### src/rtl/dcache_store_port.sv
// dcache_store_port
//
// Store port of the data cache. Committed stores from the store buffer are
// queued in a small FIFO and drained one at a time toward the memory side.
// Loads can probe the queue for a word-address hazard.
//
// Parameters
//   DEPTH        number of store-queue entries (power of two, 2..16)
//
// Ports
//   clk          clock, all state updates on the rising edge
//   reset        synchronous active-high reset
//   store_req    committed-store request
//   store_wstrb  byte strobes of the request
//   store_size   access size of the request
//   store_addr   store address
//   store_data   store data
//   addr_ok      queue can take a request this cycle (not full)
//   data_ok      one-cycle completion pulse, the cycle after each acceptance
//   lookup_addr  load address to check against queued stores
//   lookup_hit   some queued store matches lookup_addr[31:2]
//   wr_req       write request for the head entry
//   wr_wstrb     strobes of the head entry
//   wr_size      size of the head entry
//   wr_addr      address of the head entry
//   wr_data      data of the head entry
//   wr_rdy       memory side takes wr_req this cycle
//   wr_done      memory side finished the outstanding write
//   idle         queue empty and no write outstanding
module dcache_store_port #(
    parameter int DEPTH = 4
) (
    input  logic        clk,
    input  logic        reset,
    input  logic        store_req,
    input  logic [3:0]  store_wstrb,
    input  logic [2:0]  store_size,
    input  logic [31:0] store_addr,
    input  logic [31:0] store_data,
    output logic        addr_ok,
    output logic        data_ok,
    input  logic [31:0] lookup_addr,
    output logic        lookup_hit,
    output logic        wr_req,
    output logic [3:0]  wr_wstrb,
    output logic [2:0]  wr_size,
    output logic [31:0] wr_addr,
    output logic [31:0] wr_data,
    input  logic        wr_rdy,
    input  logic        wr_done,
    output logic        idle
);

    localparam int PW = $clog2(DEPTH);
    localparam int EW = 71;

    typedef enum logic {
        IDLE,
        BUSY
    } state_t;

    state_t        state_q, state_d;
    logic [PW:0]   head_q, head_d;
    logic [PW:0]   tail_q, tail_d;
    logic          data_ok_q, data_ok_d;
    logic [EW-1:0] ent_q [DEPTH];
    logic [EW-1:0] ent_d [DEPTH];

    logic          empty;
    logic          full;
    logic          accept;
    logic [PW:0]   count;
    logic [EW-1:0] head_ent;
    logic          lookup_addr_unused;

    // Entry layout: {wstrb[70:67], size[66:64], addr[63:32], data[31:0]}.
    // Pointers carry an extra wrap bit, so plain +1 toggles it at DEPTH-1.
    assign empty    = (head_q == tail_q);
    assign full     = (head_q[PW-1:0] == tail_q[PW-1:0]) && (head_q[PW] != tail_q[PW]);
    assign count    = tail_q - head_q;
    assign accept   = store_req && !full;
    assign head_ent = ent_q[head_q[PW-1:0]];

    assign addr_ok  = !full;
    assign data_ok  = data_ok_q;
    assign wr_req   = (state_q == IDLE) && !empty;
    assign wr_wstrb = head_ent[70:67];
    assign wr_size  = head_ent[66:64];
    assign wr_addr  = head_ent[63:32];
    assign wr_data  = head_ent[31:0];
    assign idle     = empty && (state_q == IDLE);

    // Hazard check is word granular, so the byte offset of the load is unused.
    assign lookup_addr_unused = ^lookup_addr[1:0];

    // An entry is occupied when its distance from the head is below the
    // occupancy. The head stays occupied while its write is outstanding, and
    // the entry being written this cycle is not counted until the tail moves.
    always_comb begin
        lookup_hit = 1'b0;
        for (int i = 0; i < DEPTH; i++) begin
            if (({1'b0, PW'(i) - head_q[PW-1:0]} < count) &&
                (ent_q[i][63:34] == lookup_addr[31:2])) begin
                lookup_hit = 1'b1;
            end
        end
    end

    // Next-state logic: enqueue at the tail, drain the head through a
    // two-state handshake (request, then wait for completion).
    always_comb begin
        state_d   = state_q;
        head_d    = head_q;
        tail_d    = tail_q;
        data_ok_d = accept;
        for (int i = 0; i < DEPTH; i++) begin
            ent_d[i] = ent_q[i];
        end

        if (accept) begin
            ent_d[tail_q[PW-1:0]] = {store_wstrb, store_size, store_addr, store_data};
            tail_d = tail_q + 1'b1;
        end

        case (state_q)
            IDLE: begin
                if (wr_req && wr_rdy) begin
                    state_d = BUSY;
                end
            end
            BUSY: begin
                if (wr_done) begin
                    state_d = IDLE;
                    head_d  = head_q + 1'b1;
                end
            end
            default: state_d = IDLE;
        endcase
    end

    always_ff @(posedge clk) begin
        if (reset) begin
            state_q   <= IDLE;
            head_q    <= '0;
            tail_q    <= '0;
            data_ok_q <= 1'b0;
        end else begin
            state_q   <= state_d;
            head_q    <= head_d;
            tail_q    <= tail_d;
            data_ok_q <= data_ok_d;
        end
    end

    // Payload storage carries no reset; only the pointers define validity.
    always_ff @(posedge clk) begin
        for (int i = 0; i < DEPTH; i++) begin
            ent_q[i] <= ent_d[i];
        end
    end

endmodule

### config.mk
export PLATFORM = sky130hd
export DESIGN_NAME = dcache_store_port
export DESIGN_NICKNAME = d
export VERILOG_FILES = /design/src/rtl/dcache_store_port.sv
export SDC_FILE = /design/constraint.sdc
export NUM_CORES = 1
export LEC_CHECK = 0
export CORE_AREA = 2 2 147 149
export CTS_BUF_LIST = sky130_fd_sc_hd__clkbuf_4 sky130_fd_sc_hd__clkbuf_8
export DETAILED_ROUTE_END_ITERATION = 7
export DIE_AREA = 0 0 149 151
export GPL_TIMING_DRIVEN = 0
export PLACE_DENSITY = 0.86
export SYNTH_ARGS = -nofsm -noshare
export SYNTH_HDL_FRONTEND = slang
export SYNTH_SLANG_ARGS = --single-unit
### constraint.sdc
create_clock -name clk -period 5.9 [get_ports clk]
set_input_delay 0.59 -clock clk [delete_from_list [all_inputs] [get_ports clk]]
set_output_delay 0.59 -clock clk [all_outputs]
set_load 0.005 [all_outputs]
# Yosys cells after proc, flatten, opt, wreduce, memory -nomap -nowiden

Memories as Yosys holds them, arrays and structs flattened. A register that Yosys moved wholly into a read port is not among the register bits.
Index checks and enable logic that the tools add are counted.

Add/subtract/negate cells: 7
Magnitude comparators: 6
Eq/ne operators: 7
Multiplexer cells: 13
Bitwise operators: 2
Reduce and logical (&&, ||, !) cells: 13

Operator list:

| operator                                                    | number |
|---|---|
| bitwise mux 284 bit                                         | 1 |
| two-way mux 284 bit                                         | 1 |
| demux 71 bit (select 2 bit)                                 | 1 |
| equality test 30 bit                                        | 4 |
| two-way mux 71 bit                                          | 1 |
| less-than comparator 2 x 3 -> 1 bit                         | 4 |
| logical AND 1 bit                                           | 10 |
| adder 3 x 1 -> 3 bit (second input constant)                | 2 |
| two-way mux 1 bit                                           | 6 |
| two-way mux 2 bit                                           | 2 |
| subtractor 1 x 2 -> 2 bit (first input constant)            | 2 |
| subtractor 2 bit (first input constant)                     | 2 |
| equality test 3 bit                                         | 1 |
| greater-or-equal comparator 3 bit (second input constant)   | 1 |
| less-than comparator 3 x 1 -> 1 bit (second input constant) | 1 |
| inverter 2 -> 3 bit                                         | 1 |
| subtractor 3 bit                                            | 1 |
| equality test 2 bit                                         | 1 |
| zero test 1 bit                                             | 2 |
| one-hot mux 1 bit (2 select lines)                          | 1 |
| AND reduction 2 bit                                         | 1 |
| inequality test 1 bit                                       | 1 |
| inverter 1 bit                                              | 1 |

Bits in registers: 8
Bits in writable memories: 284
Input port bits: 108
Output and inout port bits: 76
Logic and storage cells: 53
Memories kept: 1

Memory list:

| memory | words | width | read ports | clocked after Yosys merged registers in | write ports | RTL line | text |
|---|---|---|---|---|---|---|---|
| ent_q  | 4     | 71    | 5          | 1                                       | 4           | 66       | `logic [EW-1:0] ent_q [DEPTH];` |

# Longest topological paths before layout

Gate-level depths: netlist of the first run.

Word-level depth: 7
Mapped depth: 10

# Worst setup path after synthesis of the first run

Ideal clock, no wire load.

Path kind: reg-to-reg
Start point: register head_q[1] (netlist name)
End point: memory ent_q[2][0], enable pin
Arrival time: 2.779 ns
Path slack: 2.684 ns
Stages on the path, launching flop included: 5
Buffers on the path: 0
Cells stage by stage: dfxtp_1 inv_1 ha_1 a31oi_4 and2_1

RTL lines:

| item             | RTL line |
|---|---|
| end: declaration | 66 |

# Final worst setup path of the first run

Start point: register tail_q[0]
End point: output port lookup_hit

Word-level cells in the longest chain between the ends: 7

RTL lines:

| item                                | RTL line | text |
|---|---|---|
| start: declaration                  | 64       | `logic [PW:0] tail_q, tail_d;` |
| start signal: assignment            | 150      | `tail_q <= tail_d;` |
| subtractor 3 bit *                  | 80       | `assign count = tail_q - head_q;` |
| less-than comparator 2 x 3 -> 1 bit | 102      | `if (({1'b0, PW'(i) - head_q[PW-1:0]} < count) &&` |
| logical AND 1 bit                   | 102      |  |
| two-way mux 1 bit (3 in series)     | 102      |  |
| two-way mux 1 bit *                 | 102      |  |
| end: declaration                    | 43       | `output logic lookup_hit,` |

Every way passes the cells marked *; elsewhere a longest branch is shown, timed or not.

==> results of run 1 <==
[routing by layer]
metal  track usage  routed length, µm  up-vias
li1              -                  -     2905
met1         0.327              10200     3369
met2         0.402              13400      332
met3        0.0696               2740       48
met4        0.0705                629        2
met5             0                 13        -
[power by group]
part / internal, mW / switching, mW / total, mW
combinational: 0.288 / 0.246 / 0.534
sequential: 2.40 / 0.0373 / 2.43
clock: 0.925 / 0.731 / 1.66
total: 3.61 / 1.01 / 4.62
[metrics by stage]
| step | util | instance area (µm²) |
|---|---|---|
| 2_1_floorplan | - | 12300 |
| 3_3_place_gp | 0.680 | 14200 |
| 3_5_place_dp | 0.684 | 14200 |
| 4_1_cts | 0.726 | 15100 |
| 5_1_grt | 0.726 | 15100 |
| 6_report | 0.727 | 15100 |
[state kept, by name (all words and copies together), names as in the netlist, named ones only]
name	count
tail_q	3
data_ok	1
head_q	3
ent_q	284
state_q	1
[placed cells by master (no fill, tap or decap), types with 2 or more instances in the layout]
| cell type | instances |
|---|---|
| sky130_fd_sc_hd__dfxtp_1 | 10 |
| sky130_fd_sc_hd__clkbuf_4 | 16 |
| sky130_fd_sc_hd__inv_1 | 9 |
| sky130_fd_sc_hd__clkdlybuf4s50_1 | 150 |
| sky130_fd_sc_hd__clkbuf_1 | 37 |
| sky130_fd_sc_hd__nand4_1 | 29 |
| sky130_fd_sc_hd__nor4_1 | 8 |
| sky130_fd_sc_hd__bufinv_16 | 2 |
| sky130_fd_sc_hd__mux4_2 | 71 |
| sky130_fd_sc_hd__clkinv_1 | 10 |
| sky130_fd_sc_hd__ha_1 | 13 |
| sky130_fd_sc_hd__clkinv_2 | 4 |
| sky130_fd_sc_hd__nand3_1 | 8 |
| sky130_fd_sc_hd__and2_4 | 4 |
| sky130_fd_sc_hd__o21ai_1 | 2 |
| sky130_fd_sc_hd__a21oi_1 | 3 |
| sky130_fd_sc_hd__xor2_2 | 2 |
| sky130_fd_sc_hd__clkbuf_8 | 47 |
| sky130_fd_sc_hd__nor2_1 | 9 |
| sky130_fd_sc_hd__xnor2_1 | 123 |
| sky130_fd_sc_hd__nor2b_1 | 3 |
| sky130_fd_sc_hd__buf_1 | 2 |
| sky130_fd_sc_hd__buf_16 | 2 |
| sky130_fd_sc_hd__buf_2 | 8 |
| sky130_fd_sc_hd__edfxtp_1 | 284 |
| sky130_fd_sc_hd__nand2_1 | 7 |
[worst min path at each step]
| stage | to | slack, ns |
|---|---|---|
| after floorplan | flip-flop | 0.48 |
| final | head_q[2] | 0.41 |
| after CTS | head_q[2] | 0.39 |
| after detailed placement | head_q[1] | 0.53 |
| after global routing | head_q[2] | 0.41 |
| after global placement | head_q[1] | 0.51 |
[area by class of cell]
type	count	area, µm²	area share
Timing Repair Buffer	153	1580	0.104
Inverter	9	33.8	0.00223
Tap cell	275	344	0.0227
Clock inverter	17	125	0.00827
Buffer	47	186	0.0123
Multi-Input combinational cell	290	3360	0.222
Sequential cell	294	8730	0.577
Clock buffer	63	767	0.0507
Antenna cell	1	2.50	0.000165
[worst register-to-register path, cell delays in order, from the launching register on]
cell and delay (ns):
sky130_fd_sc_hd__dfxtp_1 0.39, sky130_fd_sc_hd__inv_1 0.13, sky130_fd_sc_hd__ha_1 0.39, sky130_fd_sc_hd__a31oi_4 0.29
sky130_fd_sc_hd__and2_4 0.95
[kinds of logic (layout without fill, tap and decap cells)]
kind of cell	Yosys count	in the layout	synth area share
compound gates	9	9	0.00529
xor+xnor	126	126	0.0909
fa+ha+maj	14	14	0.0148
buf+inv	56	289	0.0179
flops	294	294	0.709
mux	71	71	0.130
other cells	0	1	0
simple gates	70	70	0.0318
==> results.sh, run 1 <==
export IMPL_outcome="complete, no violations"
export IMPL_leading_area_contributor_after_synthesis="sky130_fd_sc_hd__edfxtp_1"
export IMPL_fin_skew_ns=0.0304
export IMPL_final_net_count=963
export IMPL_min_path_cells=2
export IMPL_critical_path_top_delay_family="buffers and inverters"
export IMPL_cts_hold_fix_buffers=0
export IMPL_maxSlewViolCount=0
export IMPL_crit_path_cell_trace="inv_1 > ha_1 > inv_1 > fa_1 > inv_1 > ha_1 > nor2b_1 > o21ai_0 > nand3_1 > nand4_1 > clkdlybuf4s50_1"
export IMPL_clock_insertion_delay_worst_skew_ns=0.56
export IMPL_total_number_of_vias=6656
export IMPL_number_of_global_route_vias_before_repair=7014
export IMPL_timing_rr_end="ent_q[3][3]"
export IMPL_depth_of_the_cts_h_tree=2
export IMPL_gp_congestion=0.931
export IMPL_hold_violations=0
export IMPL_dominantRegCellSynth="sky130_fd_sc_hd__edfxtp_1"
export IMPL_yosysWarningCount=0
export IMPL_final_min_clock_period_ns=3.97
export IMPL_holdWs_ns=0.414
export IMPL_numClockSinks=294
export IMPL_timing_final_ws_setup_ns=1.93
export IMPL_hold_path_class="input pin to flip-flop"
export IMPL_ys_types=28
export IMPL_rows=53
export IMPL_cts_buffers=46
export IMPL_cp_startpoint_kind="flip-flop"
export IMPL_io_pins=184
export IMPL_cp_num_cells=11
export IMPL_seq_area_frac_synth=0.709
export IMPL_area_growth_synth_to_final_pct=22.9
export IMPL_final_power_mw=4.62
export IMPL_critPathRequiredTime_ns=5.31
export IMPL_syn_instance_count=640
export IMPL_globalRouteTotalUtil=0.245
export IMPL_dp_hpwl_um=18600
export IMPL_drt_pre_antenna_iters=5
export IMPL_timing_final_crit_share=0.672
export IMPL_grt_remaining_overflow=0
export IMPL_rr_startpoint="head_q[1]"
export IMPL_core_um2=20800
export IMPL_critical_path_slowest_cell="sky130_fd_sc_hd__clkdlybuf4s50_1"
export IMPL_grt_first_pass_wirelength_um=40300
export IMPL_cts_tree="done"
export IMPL_power_ir_vdd_worst_uv=273
export IMPL_placement_setup_worst_slack_ns=2.53
export IMPL_power_per_cell_area_nw_per_um2=306
export IMPL_drc=0
export IMPL_root_buffer="sky130_fd_sc_hd__clkbuf_8"
export IMPL_critical_path_n_buffers_inverters=4
export IMPL_detail_route_wirelength_um=27000
export IMPL_cts_buffer_depth=3
export IMPL_synth_top_area_frac=0.693
export IMPL_synth_area_top_cells="sky130_fd_sc_hd__edfxtp_1 (69%), sky130_fd_sc_hd__mux4_2 (13%), sky130_fd_sc_hd__xnor2_1 (8.8%)"
export IMPL_die_height_um=151
export IMPL_grt_antenna_before_repair=3
export IMPL_max_clock_freq_ghz=0.252
export IMPL_dp_cells=1068
export IMPL_r2r_slack_ns=3.31
export IMPL_postSynthAreaPerCell_um2=19.2
export IMPL_path_common_cell="sky130_fd_sc_hd__inv_1"
export IMPL_mappedNetlistNets=762
export IMPL_n_fill_cell=1241
export IMPL_cts_clock_pin_slew_for_the_worst_setup_and_hold_paths_ns=0.05
export IMPL_reg2regPathDepth=4
export IMPL_capture_point_of_the_critical_path="lookup_hit"
export IMPL_fp_dieArea_um2=22500
export IMPL_detail_route_wl_per_cell_um=23.5
export IMPL_die_width_um=149
export IMPL_most_used_standard_cell_by_instance_count_after_synthesis="sky130_fd_sc_hd__edfxtp_1"
export IMPL_power_leakage_nw=4.72
export IMPL_post_cts_setup_buffer_count=0
export IMPL_setup_worst_path_class="flip-flop to primary output"
export IMPL_cts_resized=0
export IMPL_synth_ff_latch_count=294
export IMPL_drv_max_cap_violation_count=0
export IMPL_async_reset_ff_frac=0
export IMPL_antenna_left=0
export IMPL_ys_top_cells_by_count="sky130_fd_sc_hd__edfxtp_1 (284), sky130_fd_sc_hd__xnor2_1 (123), sky130_fd_sc_hd__mux4_2 (71)"
export IMPL_grt_setup_unrepaired="false"
export IMPL_io_buffers=150
export IMPL_cpPeakStageDelay_ns=0.52
export IMPL_crit_path_max_fanout=5
export IMPL_final_cells=1149
export IMPL_max_slew_margin=0.234
export IMPL_vias_per_cell=5.79
export IMPL_data_arrival_at_the_endpoint_of_the_critical_path_ns=3.38
export IMPL_drive_gt1_frac=0.182
export IMPL_syn_cell_area_um2=12300
export IMPL_finalSetupViolations=0
export IMPL_fin_setup_tns_ns=0
export IMPL_initial_utilization=0.591
export IMPL_initialDrtViolationCount=389
export IMPL_critical_path_end_type="primary output"
export IMPL_grt_start_max_net_pins=73
export IMPL_worst_pin_slew_ns=1.15
export IMPL_count_of_flip_flops_with_a_built_in_enable_after_synthesis=284
export IMPL_hold_path_startpoint="reset"
export IMPL_launching_element_of_the_worst_setup_path="tail_q[0]"
Note: power is estimated with default switching activity, not from simulation.
==> run 2: changes to the inputs <==
==> config.mk (replaced) <==
export PLATFORM = sky130hd
export DESIGN_NAME = dcache_store_port
export DESIGN_NICKNAME = d
export VERILOG_FILES = /design/src/rtl/dcache_store_port.sv
export SDC_FILE = /design/constraint.sdc
export NUM_CORES = 1
export LEC_CHECK = 0
export CORE_AREA = 2 2 159 161
export CTS_BUF_LIST = sky130_fd_sc_hd__clkbuf_4 sky130_fd_sc_hd__clkbuf_8
export DETAILED_ROUTE_END_ITERATION = 7
export DIE_AREA = 0 0 161 163
export GPL_TIMING_DRIVEN = 0
export PLACE_DENSITY = 0.78
export SYNTH_ARGS = -nofsm -noshare
export SYNTH_HDL_FRONTEND = slang
export SYNTH_SLANG_ARGS = --single-unit
==> constraint.sdc (replaced) <==
create_clock -name clk -period 3.5 [get_ports clk]
set_input_delay 0.35 -clock clk [delete_from_list [all_inputs] [get_ports clk]]
set_output_delay 0.35 -clock clk [all_outputs]
set_load 0.005 [all_outputs]
==> run 2 against run 1 <==
Compared with the run above: hold slack worse by 0.25 ns; setup slack worse by 1.7 ns; non-clock buffer count unchanged; utilization down 11 points; design area up 1.3%.
==> results.sh, run 2 (synthesis results as in run 1) <==
export IMPL_final_cells=1210
export IMPL_io_buffers=150
export IMPL_timing_rr_end="ent_q[3][70]"
export IMPL_registers_top_by_ff_count="ent_q"
export IMPL_fp_dieArea_um2=26200
export IMPL_drc=0
export IMPL_post_cts_setup_buffer_count=0
export IMPL_worst_pin_slew_ns=1.14
export IMPL_gp_congestion=0.846
export IMPL_outcome="complete, no violations"
export IMPL_grt_start_max_net_pins=73
export IMPL_cp_startpoint_kind="flip-flop"
export IMPL_fin_setup_tns_ns=0
export IMPL_power_ir_vdd_worst_uv=345
export IMPL_layout_common_cells="sky130_fd_sc_hd__edfxtp_1 (284), sky130_fd_sc_hd__clkdlybuf4s50_1 (149), sky130_fd_sc_hd__xnor2_1 (123)"
export IMPL_initialDrtViolationCount=454
export IMPL_cts_buffers=48
export IMPL_globalRouteTotalUtil=0.208
export IMPL_numClockSinks=294
export IMPL_power_per_cell_area_nw_per_um2=526
export IMPL_core_um2=24700
export IMPL_place_area_um2=14300
export IMPL_number_of_global_route_vias_before_repair=6879
export IMPL_crit_path_max_fanout=10
export IMPL_data_arrival_at_the_endpoint_of_the_critical_path_ns=2.88
export IMPL_min_to="tail_q[0]"
export IMPL_grt_setup_unrepaired="false"
export IMPL_area_growth_synth_to_final_pct=24.5
export IMPL_power_leakage_nw=4.79
export IMPL_maxSlewViolCount=0
export IMPL_antenna_left=0
export IMPL_rr_startpoint="head_q[1]"
export IMPL_drt_pre_antenna_iters=5
export IMPL_rows=58
export IMPL_total_number_of_vias=6513
export IMPL_clock_insertion_delay_worst_skew_ns=0.55
export IMPL_final_min_clock_period_ns=3.23
export IMPL_finalSetupViolations=0
export IMPL_drv_max_cap_violation_count=0
export IMPL_min_path_cells=2
export IMPL_dp_cells=1123
export IMPL_final_net_count=965
export IMPL_grt_antenna_before_repair=4
export IMPL_r2r_slack_ns=0.94
export IMPL_reg2regPathDepth=4
export IMPL_vias_per_cell=5.38
export IMPL_fin_skew_ns=0.0213
export IMPL_most_frequent_standard_cell_in_the_layout_excluding_fill_and_tap_cells="sky130_fd_sc_hd__edfxtp_1"
export IMPL_critical_path_end_type="primary output"
export IMPL_root_buffer="sky130_fd_sc_hd__clkbuf_8"
export IMPL_setup_worst_path_class="flip-flop to primary output"
export IMPL_io_pins=184
export IMPL_timing_final_crit_share=0.924
export IMPL_cts_buffer_depth=3
export IMPL_layout_top_registers="ent_q: 284 flops, head_q: 3 flops, tail_q: 3 flops"
export IMPL_cts_clock_pin_slew_for_the_worst_setup_and_hold_paths_ns=0.07
export IMPL_detail_route_wirelength_um=27100
export IMPL_largest_reg_flops=284
export IMPL_dp_hpwl_um=18300
export IMPL_grt_first_pass_wirelength_um=40200
export IMPL_initial_utilization=0.499
export IMPL_max_slew_margin=0.243
export IMPL_hold_path_startpoint="reset"
export IMPL_critPathRequiredTime_ns=3.15
export IMPL_hold_path_class="input pin to flip-flop"
export IMPL_final_power_mw=8.06
export IMPL_depth_of_the_cts_h_tree=2
export IMPL_cts_tree="done"
export IMPL_hold_violations=0
export IMPL_die_height_um=163
export IMPL_detail_route_wl_per_cell_um=22.4
export IMPL_max_clock_freq_ghz=0.309
export IMPL_die_width_um=161
export IMPL_grt_remaining_overflow=0
export IMPL_finish_instance_area_um2=15300
export IMPL_drive_gt1_frac=0.190
export IMPL_holdWs_ns=0.160
==> run 2: power breakdown <==
part | internal, mW | switching, mW | total, mW
clock network | 1.77 | 1.28 | 3.05
logic | 0.488 | 0.413 | 0.901
registers | 4.04 | 0.0609 | 4.10
==> run 2: worst max path at each step <==
stage	from	to	slack [ns]	depth (start not counted)
final	flip-flop	wr_addr[25]	0.27	4
after detailed placement	tail_q[0]	lookup_hit	0.40	11
after floorplan	head_q[1]	ent_q[2][0]	0.28	4
after global placement	head_q[1]	ent_q[1][2]	-1.22	4
after global routing	flip-flop	wr_addr[12]	0.12	4
after CTS	tail_q[0]	lookup_hit	0.01	11
==> run 2: what timing repair did <==
action	in CTS	in global routing
hold buffers	0	0
pin swaps	1	1
endpoints found under the setup margin	1	1
cloned	0	0
resized for setup	6	1
==> run 2: cell type report <==
cell class	instances	area [µm²]
multi-input cells	290	3370
clock inverters	17	151
flip-flops and latches	294	8730
diodes	3	7.51
fillers	1772	9350
plain buffers	47	186
repair buffers	153	1590
inverters	9	33.8
clock buffers	67	847
well taps	330	413
==> run 2: critical path: stages, from the launching register on <==
cell and delay [ns]:
sky130_fd_sc_hd__dfxtp_1 0.30, sky130_fd_sc_hd__clkbuf_1 0.45, sky130_fd_sc_hd__clkbuf_1 0.67, sky130_fd_sc_hd__mux4_2 0.45, sky130_fd_sc_hd__clkdlybuf4s50_1 0.47
==> run 2: metrics by stage <==
stage                util  setup WS (ns)
floorplan               -          0.284
global placement    0.576          -1.22
detailed placement  0.580          0.399
CTS                 0.621        0.00963
global route        0.621          0.120
finish              0.621          0.267
==> run 2: layer usage <==
metal,GRT usage,vias up,part of all wire
met4,0.0483,2,0.014
met3,0.0698,33,0.093
met1,0.266,3284,0.40
met2,0.348,269,0.49
met5,0,-,0.00048
li1,-,2925,-
==> run 3: changes to the inputs <==
--- a/config.mk
+++ b/config.mk
@@ -5,10 +5,11 @@
 export SDC_FILE = /design/constraint.sdc
 export NUM_CORES = 1
 export LEC_CHECK = 0
-export CORE_AREA = 2 2 159 161
+export CORE_AREA = 5 5 162 164
 export CTS_BUF_LIST = sky130_fd_sc_hd__clkbuf_4 sky130_fd_sc_hd__clkbuf_8
+export CTS_CLUSTER_SIZE = 16
 export DETAILED_ROUTE_END_ITERATION = 7
-export DIE_AREA = 0 0 161 163
+export DIE_AREA = 0 0 167 169
 export GPL_TIMING_DRIVEN = 0
 export PLACE_DENSITY = 0.78
 export SYNTH_ARGS = -nofsm -noshare
==> run 3 against run 2 <==
Compared with the run above: design area shrank 0.55%; via count grew 0.17%; cell count shrank 0.58%; first-iteration DRC count grew 8.6%; utilization shrank 0.52 points; clock power shrank 6%; register-to-register slack lost 0.03 ns; critical endpoint is now wr_addr[5]; highest routed layer unchanged.
==> results.sh, run 3 (synthesis results as in run 1) <==
export IMPL_outcome="complete, no violations"
export IMPL_gr_usage_met1=0.243
export IMPL_grt_first_pass_wirelength_um=40800
export IMPL_final_net_count=965
export IMPL_drv_max_cap_violation_count=0
export IMPL_power_ir_vdd_worst_uv=349
export IMPL_worst_pin_slew_ns=1.17
export IMPL_cts_clock_pin_slew_for_the_worst_setup_and_hold_paths_ns=0.06
export IMPL_drc=0
export IMPL_hold_violations=0
export IMPL_most_frequent_standard_cell_in_the_layout_excluding_fill_and_tap_cells="sky130_fd_sc_hd__edfxtp_1"
export IMPL_gp_congestion=0.857
export IMPL_crit_path_cell_trace="clkbuf_1 > clkbuf_1 > mux4_2 > clkdlybuf4s50_1"
export IMPL_core_um2=24700
export IMPL_critical_path_slowest_cell="sky130_fd_sc_hd__clkbuf_1"
export IMPL_io_buffers=150
export IMPL_crit_path_max_fanout=10
export IMPL_max_clock_freq_ghz=0.313
export IMPL_hold_path_class="input pin to flip-flop"
export IMPL_cts_hold_fix_buffers=0
export IMPL_cp_startpoint_kind="flip-flop"
export IMPL_vias_per_cell=5.42
export IMPL_antenna_left=0
export IMPL_io_pins=184
export IMPL_grt_setup_unrepaired="false"
export IMPL_initial_utilization=0.497
export IMPL_rr_startpoint="head_q[1]"
export IMPL_fin_skew_ns=0.0169
export IMPL_total_number_of_vias=6524
export IMPL_maxSlewViolCount=0
export IMPL_drt_pre_antenna_iters=5
export IMPL_path_common_cell="sky130_fd_sc_hd__clkbuf_1"
export IMPL_number_of_global_route_vias_before_repair=7109
export IMPL_grt_remaining_overflow=0
export IMPL_initialDrtViolationCount=493
export IMPL_finalSetupViolations=0
export IMPL_die_width_um=167
export IMPL_drive_gt1_frac=0.188
export IMPL_power_per_cell_area_nw_per_um2=517
export IMPL_timing_final_crit_share=0.911
export IMPL_n_fill_cell=1777
export IMPL_setup_worst_path_class="flip-flop to primary output"
export IMPL_grt_start_max_net_pins=73
export IMPL_detail_route_wl_per_cell_um=22.8
export IMPL_layout_common_cells="sky130_fd_sc_hd__edfxtp_1 (284), sky130_fd_sc_hd__clkdlybuf4s50_1 (149), sky130_fd_sc_hd__xnor2_1 (123)"
export IMPL_depth_of_the_cts_h_tree=2
export IMPL_largest_reg_flops=284
export IMPL_fin_setup_tns_ns=0
export IMPL_hold_path_startpoint="reset"
export IMPL_cts_buffer_depth=3
export IMPL_cpPeakStageDelay_ns=0.60
export IMPL_fp_dieArea_um2=28200
export IMPL_critPathRequiredTime_ns=3.15
export IMPL_detail_route_wirelength_um=27400
export IMPL_registers_top_by_ff_count="ent_q"
export IMPL_power_leakage_nw=4.75
export IMPL_root_buffer="sky130_fd_sc_hd__clkbuf_8"
export IMPL_grt_busiest_layer="met2"
export IMPL_numClockSinks=294
export IMPL_layout_top_registers="ent_q: 284 flops, head_q: 3 flops, tail_q: 3 flops"
export IMPL_area_growth_synth_to_final_pct=23.9
export IMPL_die_height_um=169
export IMPL_data_arrival_at_the_endpoint_of_the_critical_path_ns=2.84
export IMPL_clock_insertion_delay_worst_skew_ns=0.55
export IMPL_grt_antenna_before_repair=5
export IMPL_final_power_mw=7.88
export IMPL_rows=58
export IMPL_use_met2=0.313
export IMPL_groute_layer_met3_usage=0.0652
export IMPL_dp_hpwl_um=18600
export IMPL_max_slew_margin=0.221
export IMPL_final_min_clock_period_ns=3.19
export IMPL_cts_tree="done"
export IMPL_critical_path_end_type="primary output"
export IMPL_globalRouteTotalUtil=0.190
export IMPL_cts_buffers=48
[run 3: timing repair]
action                                  4_1_cts  5_1_grt
endpoints found under the setup margin        1        1
pin swaps                                     0        0
setup buffers                                 0        0
gates resized for setup                       6        3
[run 3: metrics by stage]
step	instances	hold WS [ns]	util	setup slack (ns)	instance area (µm²)
floorplan	640	0.449	-	0.284	12300
global placement	1120	0.518	0.575	-1.16	14200
detailed placement	1123	0.525	0.578	0.320	14300
CTS	1202	0.134	0.615	0.00919	15200
global route	1203	0.161	0.616	0.104	15200
finish	1203	0.159	0.616	0.310	15200
[run 3: routing by layer]
metal,share of wire,up-vias
li1,-,2907
met1,0.39,3242
met2,0.49,314
met3,0.096,53
met4,0.022,8
met5,0.0022,-
[run 3: critical path, delay by kind of cell (launching register included)]
family                 cells  cell delay (ns)
buffers and inverters      3             1.57
flip-flops                 1             0.32
multiplexers               1             0.40
[run 3: final cells by class]
type	instances	area (µm²)	area share
sequential	294	8730	0.573
clock inverter	21	176	0.0116
clock buffer	58	736	0.0483
buffer	47	186	0.0122
inverter	9	33.8	0.00222
tap	330	413	0.0271
antenna	1	2.50	0.000164
multi-input combinational	290	3380	0.221
timing repair buffer	153	1590	0.104
[run 3: report_power, final]
part / switching [mW] / total, mW / internal (mW)
combinational: 0.418 / 0.907 / 0.489
clock: 1.27 / 2.87 / 1.60
sequential: 0.0602 / 4.10 / 4.04
total: 1.75 / 7.88 / 6.13
[run 3: worst paths after layout]
check	to	slack, ns	cells after the start
setup / recovery	wr_addr[5]	0.31	4
setup reg to reg	ent_q[3][5]	0.91	4
hold reg to reg	flip-flop	0.53	2
hold / removal	tail_q[1]	0.16	2
